## config.mk

```make
export PLATFORM = sky130hd
export DESIGN_NAME = parallel_in_serial_out_piso_tx
export DESIGN_NICKNAME = d
export VERILOG_FILES = /design/src/rtl/piso_pkg.sv /design/src/rtl/piso_bit_counter.sv /design/src/rtl/parallel_in_serial_out_piso_tx.sv
export SDC_FILE = /design/constraint.sdc
export NUM_CORES = 1
export LEC_CHECK = 0
export CAP_MARGIN = 20
export CORE_MARGIN = 2
export CORE_UTILIZATION = 51
export CTS_CLUSTER_DIAMETER = 30
export DETAILED_ROUTE_END_ITERATION = 10
export PLACE_DENSITY = 0.81
export SLEW_MARGIN = 20
export SYNTH_ARGS = -nofsm -noshare
export SYNTH_HDL_FRONTEND = slang
export SYNTH_HIERARCHICAL = 1
export SYNTH_SLANG_ARGS = --single-unit
```

## constraint.sdc

```tcl
create_clock -name Clk_In -period 2.4 [get_ports Clk_In]
set_input_delay 0.48 -clock Clk_In [delete_from_list [all_inputs] [get_ports Clk_In]]
set_output_delay 0.48 -clock Clk_In [all_outputs]
set_load 0.02 [all_outputs]
```

## src/rtl/piso_pkg.sv

```systemverilog
// Shared definitions for the PISO serialiser: FSM encodings, counter sizing
// and the default word width.
package piso_pkg;

  localparam int PISO_DATA_WIDTH_DEFAULT = 8;

  typedef enum logic [1:0] {
    ST_IDLE  = 2'd0,
    ST_SHIFT = 2'd1,
    ST_GAP   = 2'd2
  } piso_state_e;

  // Bits needed to hold the values 0..n-1 (at least one bit).
  function automatic int piso_cnt_width(input int n);
    return (n <= 2) ? 1 : $clog2(n);
  endfunction

endpackage

```

## src/rtl/piso_bit_counter.sv

```systemverilog
// Loadable down-counter with a terminal-count flag. It stops at zero and only
// leaves zero through an explicit load.
module piso_bit_counter #(
  parameter int WIDTH = 3
) (
  input  logic             clk_i,
  input  logic             reset_i,
  input  logic             load_i,
  input  logic             dec_i,
  input  logic [WIDTH-1:0] load_value_i,
  output logic [WIDTH-1:0] count_o,
  output logic             tc_o
);

  logic [WIDTH-1:0] count_q;
  logic [WIDTH-1:0] count_d;

  // Next count: a load wins over a decrement; decrement saturates at zero.
  always_comb begin
    count_d = count_q;
    if (load_i) begin
      count_d = load_value_i;
    end else if (dec_i && (count_q != '0)) begin
      count_d = count_q - 1'b1;
    end
  end

  // Count register, cleared asynchronously.
  always_ff @(posedge clk_i or posedge reset_i) begin
    if (reset_i) begin
      count_q <= '0;
    end else begin
      count_q <= count_d;
    end
  end

  assign count_o = count_q;
  assign tc_o    = (count_q == '0);

endmodule

```

## src/rtl/parallel_in_serial_out_piso_tx.sv

```systemverilog
// Parallel-in serial-out transmitter. Takes words on a valid/ready handshake
// and streams them one bit per clock with a qualifying strobe, a last-bit pulse
// and a busy flag. Outputs are registered; ready is combinational.
module parallel_in_serial_out_piso_tx
  import piso_pkg::*;
#(
  parameter int DATA_WIDTH = PISO_DATA_WIDTH_DEFAULT,
  parameter bit MSB_FIRST  = 1'b1,
  parameter int GAP_CYCLES = 0
) (
  input  logic                  Clk_In,
  input  logic                  Reset_In,
  input  logic                  Enable_In,
  input  logic [DATA_WIDTH-1:0] Parallel_Data_In,
  input  logic                  Data_Valid_In,
  output logic                  Data_Ready_Out,
  output logic                  Serial_Data_Out,
  output logic                  Shift_Data_Signal_Out,
  output logic                  Word_Done_Out,
  output logic                  Busy_Out
);

  // One counter serves both the bit count and the gap count, so it is sized
  // for whichever of the two needs more bits.
  localparam int BIT_W = piso_cnt_width(DATA_WIDTH);
  localparam int GAP_W = piso_cnt_width(GAP_CYCLES);
  localparam int CNT_W = (BIT_W > GAP_W) ? BIT_W : GAP_W;
  localparam logic [CNT_W-1:0] BIT_LOAD = CNT_W'(DATA_WIDTH - 1);
  localparam logic [CNT_W-1:0] GAP_LOAD = CNT_W'((GAP_CYCLES > 0) ? GAP_CYCLES - 1 : 0);

  piso_state_e           state_q, state_d;
  logic [DATA_WIDTH-1:0] shift_q, shift_d;
  logic                  serial_q, serial_d;
  logic                  strobe_q, strobe_d;
  logic                  done_q, done_d;
  logic                  busy_q, busy_d;

  logic [CNT_W-1:0]      cnt_value;
  logic [CNT_W-1:0]      cnt_load_value;
  logic                  cnt_tc;
  logic                  cnt_load;
  logic                  cnt_dec;

  logic                  ready;
  logic                  accept;

  // Word being advanced this cycle: the fresh input on accept, else the
  // remaining bits held in the shift register.
  logic [DATA_WIDTH-1:0] adv_word;
  logic [DATA_WIDTH-1:0] adv_rest;
  logic                  adv_bit;

  assign accept   = Data_Valid_In & ready;
  assign adv_word = accept ? Parallel_Data_In : shift_q;

  generate
    if (MSB_FIRST) begin : g_msb_first
      assign adv_bit  = adv_word[DATA_WIDTH-1];
      assign adv_rest = {adv_word[DATA_WIDTH-2:0], 1'b0};
    end else begin : g_lsb_first
      assign adv_bit  = adv_word[0];
      assign adv_rest = {1'b0, adv_word[DATA_WIDTH-1:1]};
    end
  endgenerate

  piso_bit_counter #(
    .WIDTH(CNT_W)
  ) u_cnt (
    .clk_i       (Clk_In),
    .reset_i     (Reset_In),
    .load_i      (cnt_load),
    .dec_i       (cnt_dec),
    .load_value_i(cnt_load_value),
    .count_o     (cnt_value),
    .tc_o        (cnt_tc)
  );

  // Ready: idle, or the last bit of a word when streaming without gaps.
  always_comb begin
    ready = 1'b0;
    if (Enable_In && !Reset_In) begin
      case (state_q)
        ST_IDLE:  ready = 1'b1;
        ST_SHIFT: ready = cnt_tc && (GAP_CYCLES == 0);
        default:  ready = 1'b0;
      endcase
    end
  end

  // State register.
  always_ff @(posedge Clk_In or posedge Reset_In) begin
    if (Reset_In) begin
      state_q <= ST_IDLE;
    end else begin
      state_q <= state_d;
    end
  end

  // Next-state logic; everything holds while disabled.
  always_comb begin
    state_d = state_q;
    if (Enable_In) begin
      case (state_q)
        ST_IDLE: begin
          if (accept) state_d = ST_SHIFT;
        end
        ST_SHIFT: begin
          if (cnt_tc) begin
            if (GAP_CYCLES > 0) state_d = ST_GAP;
            else if (!accept)   state_d = ST_IDLE;
          end
        end
        ST_GAP: begin
          if (cnt_tc) state_d = ST_IDLE;
        end
        default: state_d = ST_IDLE;
      endcase
    end
  end

  // Output/datapath next values: load or advance the shift register, drive the
  // counter, and zero the serial outputs whenever the block is disabled.
  always_comb begin
    shift_d        = shift_q;
    serial_d       = 1'b0;
    strobe_d       = 1'b0;
    done_d         = 1'b0;
    cnt_load       = 1'b0;
    cnt_dec        = 1'b0;
    cnt_load_value = BIT_LOAD;
    busy_d         = (state_d != ST_IDLE);
    if (Enable_In) begin
      if (accept) begin
        shift_d  = adv_rest;
        serial_d = adv_bit;
        strobe_d = 1'b1;
        cnt_load = 1'b1;
      end else begin
        case (state_q)
          ST_SHIFT: begin
            if (!cnt_tc) begin
              shift_d  = adv_rest;
              serial_d = adv_bit;
              strobe_d = 1'b1;
              cnt_dec  = 1'b1;
              done_d   = (cnt_value == CNT_W'(1));
            end else if (GAP_CYCLES > 0) begin
              cnt_load       = 1'b1;
              cnt_load_value = GAP_LOAD;
            end
          end
          ST_GAP: begin
            cnt_dec = !cnt_tc;
          end
          default: begin
          end
        endcase
      end
    end
  end

  // Shift register and registered outputs, cleared asynchronously.
  always_ff @(posedge Clk_In or posedge Reset_In) begin
    if (Reset_In) begin
      shift_q  <= '0;
      serial_q <= 1'b0;
      strobe_q <= 1'b0;
      done_q   <= 1'b0;
      busy_q   <= 1'b0;
    end else begin
      shift_q  <= shift_d;
      serial_q <= serial_d;
      strobe_q <= strobe_d;
      done_q   <= done_d;
      busy_q   <= busy_d;
    end
  end

  assign Data_Ready_Out        = ready;
  assign Serial_Data_Out       = serial_q;
  assign Shift_Data_Signal_Out = strobe_q;
  assign Word_Done_Out         = done_q;
  assign Busy_Out              = busy_q;

endmodule

```

==> metrics.txt, run 1 <==
startpoint types=flip-flop; Area Growth Syn to Fin=24.7%; Total Wirelength=1.83 mm; HPWL after DPL=1.45 mm; GP Congestion=0.880; Rows=15; VDD IR max=0.000533 V; Longest Clk Path Bufs=2; Filler Cell Count=151; initial antenna violation count=0; cells after synthesis=94; Initial Utilization=0.556; Die Ht=48.1 um; layout cell share with drive strength beyond 1=0.160; CTS tree=done; Static Leakage=0.000601 uW; worst hold path type=input pin to asynchronous set/reset pin; routed via count=771; Max stage delay on crit path=0.43 ns; achievable frequency=456 MHz; setup_tns=0 ns; worst hold slack=0.441 ns; Levels on crit path=6; DIE WIDTH=48.1 um; vias in the first global route=735; outcome=finished clean; FF+latch count, synth=16; n_diodes=0; Avg WL per Cell=12.7 um; crit-path most repeated cell=ha_1; Port Buf Inserts=16; pin count of the biggest net entering global routing=15; antenna-violating nets left=0; clk_skew=0.00944 ns; Worst path slowest cell=dfrtp_1; Max Slew Vio Count=0; max-cap violation count=0; Worst-path clk slew=0.10 ns; first-pass GRT wire length=3.20 mm; Reg2Reg Depth=9; crit path DAT=1.71 ns; Fin. Hold Viols=0; CP max FO=4; Final Critical Period=2.19 ns; Via-to-Cell Ratio=5.35; Nets=138; R2R setup slack=0.35 ns; GRT overflow=0; core area=1780 sq um; CTS Buf Count=3; worst path buffer plus inverter count=2; die area=2310 sq um; Worst EP required=1.92 ns; final setup vio count=0; proportion of register bits with asynchronous set or reset after synthesis=1.00; Tcrit/Tclk final=0.914; Mapped Area=991 sq um; EDFF count, synth=0; Syn. warnings=6; PwrDens=934 nW/um^2; Root Buffer=clkbuf_4; RSZ-0062 raised after global routing=false; syn avg cell area=10.5 sq um; Pre-Repair DR Iteration Count=4; clock latency on the worst-skew pair=0.29 ns; Crit path max-delay family=flip-flops; I/O Pins=17; commonest non-fill, non-tap cells in the layout=dfrtp_1 (16), clkdlybuf4s50_1 (15), inv_1 (9); crit-path cells=inv_1, ha_1, ha_1, a21oi_2, nor3b_1, dlygate4sd2_1; Hold-fix buffers, CTS=0; Synth Flop Type=dfrtp_1; Setup crit end kind=output pin; H-tree levels=1; Setup Crit Path Kind=flip-flop to output pin; initial drt markers=14; commonest non-fill, non-tap cell in the layout=dfrtp_1; clock sinks=16; synth unique cells=33; GRT Util Overall=0.199; Post-route DRC=0; Seq/Total Area, Yosys=0.404
flip-flops by register name, indices dropped and copies added, names as in the netlist:
signal	cells
u_cnt/count_o	3
state_q	2
Shift_Data_Signal_Out	1
Word_Done_Out	1
shift_q	7
Busy_Out	1
Serial_Data_Out	1
final timing paths:
check,endpoint,start
max,Data_Ready_Out,u_cnt/count_o[0]$_DFFE_PP0P_
min,u_cnt/count_o[0]$_DFFE_PP0P_,Reset_In
max reg2reg,u_cnt/count_o[1]$_DFFE_PP0P_,u_cnt/count_o[0]$_DFFE_PP0P_
max in group asynchronous,Word_Done_Out$_DFF_PP0_,Reset_In
min in group Clk_In,Word_Done_Out$_DFF_PP0_,u_cnt/count_o[1]$_DFFE_PP0P_
min reg2reg,Word_Done_Out$_DFF_PP0_,u_cnt/count_o[1]$_DFFE_PP0P_
cells in the mapped netlist (2+ instances only):
master / n / area [sq um]
a21oi_1: 8 / 40.0
a221o_1: 3 / 30.0
buf_6: 3 / 33.8
dfrtp_1: 16 / 400
ha_1: 6 / 75.1
inv_1: 9 / 33.8
mux2i_1: 6 / 60.1
nand2_1: 4 / 15.0
nand2b_1: 4 / 25.0
nand3_1: 3 / 15.0
nor2b_1: 2 / 12.5
nor3_2: 2 / 20.0
nor3b_1: 4 / 30.0
nor4b_1: 3 / 26.3
o21ai_0: 3 / 15.0
repair_timing:
item / 4_1_cts / 5_1_grt
buffers inserted: 0 / 0
gates resized for setup: 1 / 0
endpoints found under the setup margin: 1 / 0
hold endpoints to repair: 0 / 0
logic make-up after synthesis:
logic type                 after synthesis  share of synthesized area
other                                    1                    0.00378
and+or+nand+nor                         30                      0.234
buffers and inverters                   13                     0.0720
muxes                                    6                     0.0606
DFF                                     16                      0.404
AOI/OAI and AO/OA                       22                      0.150
adders and majority gates                6                     0.0758
per-stage QoR:
| step | std cells | cell area, sq um | power [uW] | setup slack, ns | util |
|---|---|---|---|---|---|
| 2_1_floorplan | 96 | 998 | 829 | 0.432 | - |
| 3_3_place_gp | 140 | 1200 | 968 | 0.169 | 0.674 |
| 3_5_place_dp | 140 | 1200 | 989 | 0.134 | 0.674 |
| 4_1_cts | 144 | 1240 | 1160 | 0.182 | 0.693 |
| 5_1_grt | 144 | 1240 | 1250 | 0.0803 | 0.693 |
| 6_report | 144 | 1240 | 1150 | 0.207 | 0.693 |
power breakdown:
part / total [uW] / switching (uW) / internal, uW
Combinational: 535 / 259 / 276
Sequential: 440 / 71.4 / 369
Clock: 179 / 86.6 / 92.3
Total: 1150 / 417 / 737
cell type report:
type / instances / area [sq um] / share of cell area
Sequential cell: 16 / 400 / 0.324
Multi-Input combinational cell: 67 / 527 / 0.426
Tap cell: 25 / 31.3 / 0.0253
Clock buffer: 4 / 36.3 / 0.0294
Timing Repair Buffer: 22 / 204 / 0.165
Inverter: 10 / 37.5 / 0.0304
layer usage:
layer	global-route usage	wire, um	part of all wire	vias to the layer above
li1	-	-	-	380
met1	0.258	828	0.45	374
met2	0.344	926	0.51	15
met3	0.0226	59	0.032	2
met4	0.0649	12	0.0066	0
met5	0	0	0	-
(Power assumes the default switching activity.)
==> run 2, diff against run 1 <==
CORE_UTILIZATION = 46   (was 51)
CTS_CLUSTER_DIAMETER = 40   (was 30)
PLACE_DENSITY = 0.78   (was 0.81)
clock period = 1.89 ns   (was 2.4 ns; I/O delays follow)
==> metrics.txt, run 2 (same netlist as run 1, synthesis figures left out) <==
Post-route DRC=0; Worst R2R Start=u_cnt/count_o[0]$_DFFE_PP0P_; GRT Util Overall=0.188; antenna-violating nets left=0; reg-to-reg critical path endpoint=u_cnt/count_o[1]$_DFFE_PP0P_; GRT overflow=0; R2R setup slack=0.10 ns; clock sinks=16; max-cap violation count=0; vias in the first global route=818; Max stage delay on crit path=0.39 ns; core area=2000 sq um; Tcrit/Tclk final=0.946; Setup crit end kind=output pin; Port Buf Inserts=16; Initial Utilization=0.495; dpl ws=-0.170 ns; clock latency on the worst-skew pair=0.28 ns; Pre-Repair DR Iteration Count=4; clk_skew=0.00554 ns; VDD IR max=0.000804 V; Final Critical Period=1.79 ns; Crit path max-delay family=flip-flops; sequential group share of total power=0.329; Root Buffer=clkbuf_4; Longest Clk Path Bufs=2; worst hold slack=0.470 ns; Final Util=0.686; commonest non-fill, non-tap cell in the layout=buf_4; final setup vio count=0; final setup margin=0.101 ns; GP Congestion=0.773; internal power=1050 uW; DIE WIDTH=50.4 um; Die Ht=50.4 um; Clock power frac=0.139; n_diodes=0; Static Leakage=0.000662 uW; initial drt markers=8; Max Slew Vio Count=0; placed cell count=153; H-tree levels=1; worst path buffer plus inverter count=2; switching power=597 uW; I/O Pins=17; die area=2540 sq um; crit path DAT=1.41 ns; CP max FO=2; pin count of the biggest net entering global routing=15; Total Wirelength=2.18 mm; layout cell share with drive strength beyond 1=0.300; crit-path cells=inv_1, ha_2, ha_4, a21oi_2, nor3b_2, buf_4; Reg2Reg Depth=9; Worst path slowest cell=dfrtp_1; Area Growth Syn to Fin=38.6%; Rows=16; routed via count=800; worst hold path type=input pin to asynchronous set/reset pin; HPWL after DPL=1.67 mm; Nets=149; max reg flops=7; Setup Crit Path Kind=flip-flop to output pin; initial antenna violation count=0; first-pass GRT wire length=3.57 mm; crit path from=u_cnt/count_o[0]$_DFFE_PP0P_; Worst-path clk slew=0.10 ns; Hold-fix buffers, CTS=0; PwrDens=1200 nW/um^2; CTS Buf Count=3; outcome=finished clean; Avg WL per Cell=13.9 um; CTS tree=done; Gate power share=0.532; Fin. Hold Viols=0; commonest non-fill, non-tap cells in the layout=buf_4 (18), dfrtp_1 (16), clkdlybuf4s50_1 (15); Non-Filler Instances=157; Worst EP required=1.51 ns; RSZ-0062 raised after global routing=true; switch share=0.363; startpoint types=flip-flop; Via-to-Cell Ratio=5.10; achievable frequency=559 MHz; most flop-heavy register=shift_q
run 2: cell types whose count changed in the layout (fill, tap and decap cells not counted), sizes merged:
| cell | before | now |
|---|---|---|
| buf | 6 | 18 |
| dlygate4sd2 | 1 | 0 |
run 2: worst max path at each step:
stage,end,slack [ns],cells past startpoint
floorplan,u_cnt/count_o[0]$_DFFE_PP0P_,0.03,9
global placement,u_cnt/count_o[0]$_DFFE_PP0P_,-0.15,7
detailed placement,u_cnt/count_o[1]$_DFFE_PP0P_,-0.17,8
CTS,u_cnt/count_o[1]$_DFFE_PP0P_,0.02,9
global route,u_cnt/count_o[1]$_DFFE_PP0P_,-0.02,9
finish,Data_Ready_Out,0.10,6
run 2: routing by layer:
layer / track usage / wire length [um]
met1: 0.230 / 976
met2: 0.333 / 1120
met3: 0.00893 / 47
met4: 0.0946 / 27
met5: 0 / 0
run 2: timing repair:
item	4_1_cts	5_1_grt
setup endpoints to repair	2	4
pin swaps	0	0
setup buffers	0	0
resized for setup	6	8
run 2: layout make-up:
cell class	instances	area [sq um]
clock buffer	4	36.3
fill	165	628
inverter	10	37.5
multi-input combinational	67	581
sequential	16	400
tap	27	33.8
timing repair buffer	33	285
run 2: worst min-delay path, cell delays in order:
cell and delay (ns):
clkdlybuf4s50_1 0.47, buf_4 0.16, inv_1 0.11
run 2: power by group through the flow:
stage	registers, uW	clock network [uW]	logic (uW)
floorplan	567	0	520
global placement	539	0	800
detailed placement	549	0	827
CTS	542	232	833
global route	556	243	966
finish	541	228	875
run 2: stage by stage:
step	power, uW	setup TNS [ns]	area (sq um)
final	1640	0	1370
after global routing	1760	-0.0370	1370
after CTS	1610	0	1330
after detailed placement	1380	-0.673	1300
after global placement	1340	-0.531	1300
after floorplan	1090	0	1010
==> run 3, diff against run 2 <==
ABC_AREA = 1   (was not set)
==> metrics.txt, run 3 <==
Longest Clk Path Bufs=2; clk_skew=0.00248 ns; FF+latch count, synth=16; n_diodes=0; max reg flops=7; Non-Filler Instances=176; simple-gate area share of the yosys netlist=0.286; clock latency on the worst-skew pair=0.28 ns; routed via count=821; setup_tns=0 ns; placed cell count=171; initial drt markers=11; VDD IR max=0.000642 V; max-cap violation count=0; CTS Buf Count=3; Setup crit end kind=output pin; Avg WL per Cell=10.6 um; synth unique cells=21; PwrDens=1210 nW/um^2; GP Congestion=0.838; switch share=0.375; Cell Area, Placed=1220 sq um; Worst-path clk slew=0.09 ns; antenna-violating nets left=0; top cells by area, synth=dfrtp_1 (42%), nand2_1 (12%), ha_1 (7.9%); commonest non-fill, non-tap cell in the layout=nand2_1; Mapped Area=953 sq um; most common library cells after synthesis=nand2_1 (31), dfrtp_1 (16), inv_1 (15); RSZ-0062 raised after global routing=true; Static Leakage=0.000651 uW; outcome=finished clean; Hold-fix buffers, CTS=0; Total Wirelength=1.86 mm; Max Slew Vio Count=0; Nets=168; most flop-heavy register=shift_q; layout cell share with drive strength beyond 1=0.275; Port Buf Inserts=16; mux contribution to synthesized area=0; Post-route DRC=0; Die Ht=49.5 um; EDFF count, synth=0; main combinational cell family by area after synthesis=simple AND/OR/NAND/NOR gates; first-pass GRT wire length=3.10 mm; internal power=990 uW; die area=2450 sq um; Final Util=0.666; HPWL after DPL=1.49 mm; achievable frequency=557 MHz; Rows=16; Clock power frac=0.139; DIE WIDTH=49.5 um; Final Critical Period=1.79 ns; crit path DAT=1.42 ns; I/O Pins=17; pin count of the biggest net entering global routing=14; Setup Crit Path Kind=flip-flop to output pin; CP max FO=2; most common cell in the netlist=nand2_1; area leader, netlist=dfrtp_1; Syn. warnings=6; Worst EP required=1.51 ns; Pre-Repair DR Iteration Count=4; final setup vio count=0; proportion of register bits with asynchronous set or reset after synthesis=1.00; startpoint types=flip-flop; GRT Util Overall=0.165; CTS tree=done; GRT overflow=0; sequential group share of total power=0.345; clock sinks=16; Root Buffer=clkbuf_4; core area=1960 sq um; vias in the first global route=770; Design Area, Final=1310 sq um; worst hold slack=0.396 ns; Seq/Total Area, Yosys=0.420; top-area cell type share of the netlist area=0.420; cells after synthesis=115; area share of fa/ha/maj cells after synthesis=0.0787; H-tree levels=1; Fin. Hold Viols=0; commonest non-fill, non-tap cells in the layout=nand2_1 (29), dfrtp_1 (16), clkdlybuf4s50_1 (15); syn avg cell area=8.29 sq um; worst hold path type=input pin to asynchronous set/reset pin; Synth Flop Type=dfrtp_1; post-synthesis compound-gate area fraction=0.0906; Area Growth Syn to Fin=37.1%; initial antenna violation count=0; Initial Utilization=0.486; post-synthesis xor/xnor area fraction=0; Tcrit/Tclk final=0.949; Via-to-Cell Ratio=4.66; switching power=595 uW; Gate power share=0.516
run 3: worst paths after layout:
path                            slack (ns)  cells after the start                          from                            to
worst max register to register        0.11                     13  u_cnt/count_o[1]$_DFFE_PP0P_  u_cnt/count_o[0]$_DFFE_PP0P_
worst min register to register        0.49                      2        shift_q[1]$_DFFE_PP0P_        shift_q[1]$_DFFE_PP0P_
worst max-delay path                   0.1                      8  u_cnt/count_o[1]$_DFFE_PP0P_                Data_Ready_Out
worst min-delay path                  0.40                      2                      Reset_In  u_cnt/count_o[0]$_DFFE_PP0P_
min in group Clk_In                   0.49                      2        shift_q[1]$_DFFE_PP0P_        shift_q[1]$_DFFE_PP0P_
max in group asynchronous             1.01                      2                      Reset_In        shift_q[1]$_DFFE_PP0P_
run 3: critical path, stage by stage, from the launching register on:
cell     delay, ns
dfrtp_1       0.38
inv_1         0.11
ha_4          0.16
ha_4          0.13
nand2_2       0.04
nand2_2       0.07
nand2_1       0.05
inv_1         0.04
buf_2         0.15
run 3: layout make-up:
| cell class | count | area [sq um] |
|---|---|---|
| clock buffers | 4 | 36.3 |
| multi-input cells | 80 | 493 |
| fillers | 171 | 654 |
| well taps | 27 | 33.8 |
| flip-flops and latches | 16 | 400 |
| inverters | 18 | 72.6 |
| repair buffers | 31 | 272 |
run 3: routing by layer:
metal	global-route usage	part of all wire	wire (um)
met5	0	0	0
met4	0.0509	0	0
met3	0.0485	0.038	71
met2	0.284	0.53	986
met1	0.195	0.43	802
run 3: logic make-up (layout without fill, tap and decap cells):
group / after synthesis / count (layout)
simple gates: 58 / 58
buf+inv: 21 / 53
other cells: 1 / 3
flops: 16 / 16
fa+ha+maj: 6 / 6
compound gates: 13 / 13
run 3: what timing repair did:
item                                    4_1_cts  5_1_grt
endpoints found under the setup margin        1        9
setup buffers                                 0        1
pin swaps                                     0        8
gates resized for setup                       4       13
run 3: per-stage QoR:
step,total power (uW),setup WS [ns]
after global routing,1740,-0.0655
final,1580,0.0960
after detailed placement,1270,-0.190
after global placement,1240,-0.176
after CTS,1490,0.0595
after floorplan,1010,0.0211
run 3: power by group through the flow:
| stage | Clock [uW] | Combinational (uW) | Sequential, uW |
|---|---|---|---|
| CTS | 228 | 718 | 547 |
| finish | 220 | 818 | 547 |
| floorplan | 0 | 447 | 567 |
| global route | 243 | 929 | 564 |
| detailed placement | 0 | 718 | 554 |
| global placement | 0 | 700 | 542 |
==> variant (flow settings as in run 1) <==
Make the reset (`Reset_In` and `reset_i`) synchronous in 3 clocked blocks. Comments in the files are not updated.
--- a/src/rtl/piso_bit_counter.sv
+++ b/src/rtl/piso_bit_counter.sv
@@ -26,7 +26,7 @@
   end
 
   // Count register, cleared asynchronously.
-  always_ff @(posedge clk_i or posedge reset_i) begin
+  always_ff @(posedge clk_i) begin
     if (reset_i) begin
       count_q <= '0;
     end else begin
--- a/src/rtl/parallel_in_serial_out_piso_tx.sv
+++ b/src/rtl/parallel_in_serial_out_piso_tx.sv
@@ -88,7 +88,7 @@
   end
 
   // State register.
-  always_ff @(posedge Clk_In or posedge Reset_In) begin
+  always_ff @(posedge Clk_In) begin
     if (Reset_In) begin
       state_q <= ST_IDLE;
     end else begin
@@ -160,7 +160,7 @@
   end
 
   // Shift register and registered outputs, cleared asynchronously.
-  always_ff @(posedge Clk_In or posedge Reset_In) begin
+  always_ff @(posedge Clk_In) begin
     if (Reset_In) begin
       shift_q  <= '0;
       serial_q <= 1'b0;
Behaviour: differs if Reset_In is asserted again (counterexample within 4 cycles, from zero or initial values and one cycle with Reset_In high); with Reset_In held inactive, the same outputs for 10 cycles.
==> variant against run 1 <==
- die area rose by 4.7%
- count of clock-buffer cells in the layout is the same
- critical path type unchanged
- final area grew 4.1%
- sequential share of layout area decreased by 7.5 points
- clock skew down 2.5 ps
- routed wire length increased by 39%
- critical path depth unchanged
- sequential cell count is the same
- maximum frequency decreased by 1.1%
- critical endpoint unchanged
- worst setup slack lost 23 ps
- area after synthesis grew 5.2%
Power is not compared: it rests on default switching activity, and its combinational part moved more than twofold at a synthesized area within 25%.
==> variant: results <==
[layout]
multi_input_cells = 76
n_all_inverters = 16
bufAreaShareNonClock = 0.170
post-route-util = 0.663
multi_input_area_share = 0.480
buffers = 24
area.sequential_um2 = 320
n_fill_cell = 175

[placement]
pre_cts_slack_ps = 84.0
place.gp.congestion = 0.908
placed_cell_area_mm2 = 0.00125
post-dp-hpwl_mm = 1.78

[outcome]
status = finished, final reports clean

[synthesis]
synth_area_leaders = dfxtp_1 31%, ha_1 7.2%, nand4bb_1 6.5%
yosys.area_share.adder = 0.0720
synth-compound-area-share = 0.279
syn_avg_cell_area_um2 = 9.31
synthMuxAreaShare = 0
ys_types = 37
ys_seq_area_frac = 0.307
yosys-top-cells-count = 16 x dfxtp_1, 16 x inv_1, 7 x a32oi_1, 7 x o211ai_1
async_flop_share = 0

[detailed_routing]
routed_wl_mm = 2.53
vias_per_cell = 5.67
routedWlPerCell_um = 15.5
drtIter0Drc = 9

[critical_path]
worst_path_max_delay_cell = dfxtp_1
cp_top_family = adder cells
cp_data_arrival_time_ps = 1740

[timing]
finClkSkew_ps = 6.98

[grt]
grt_pass1_vias = 922
grt_max_degree = 17
grt_pass1_wl_mm = 4.31
track_usage = 0.232

[worst_hold_path]
hold_path_class = register to register
[variant: changes by cell type after synthesis, sizes merged, moves of 4 or more]
cell and delta:
o2111ai +6, dfrtp -16, a32oi +7, mux2i -6
a21oi -6, o211ai +7, dfxtp +16, inv +6
nand4bb +6, nor3b -4, nand2b -4
[variant: metal layers]
layer	GRT usage	wire length [µm]	share of wire
met5	0	0	0
met4	0.114	59	0.023
met3	0.0399	85	0.034
met2	0.410	1320	0.52
met1	0.267	1070	0.42
[variant: path summary, 6_finish.rpt]
path | slack, ps | startpoint | cells after the start | to
hold reg to reg | 480 | shift_q[4] | 2 | shift_q[4]
hold / removal | 480 | shift_q[4] | 2 | shift_q[4]
setup reg to reg | 290 | u_cnt/count_o[0] | 10 | u_cnt/count_o[2]
setup / recovery | 180 | u_cnt/count_o[0] | 6 | Data_Ready_Out
[variant: what timing repair did]
| action | in CTS | in global routing |
|---|---|---|
| gates resized for setup | 1 | 0 |
| setup endpoints to repair | 1 | 0 |
| setup buffers | 0 | 0 |
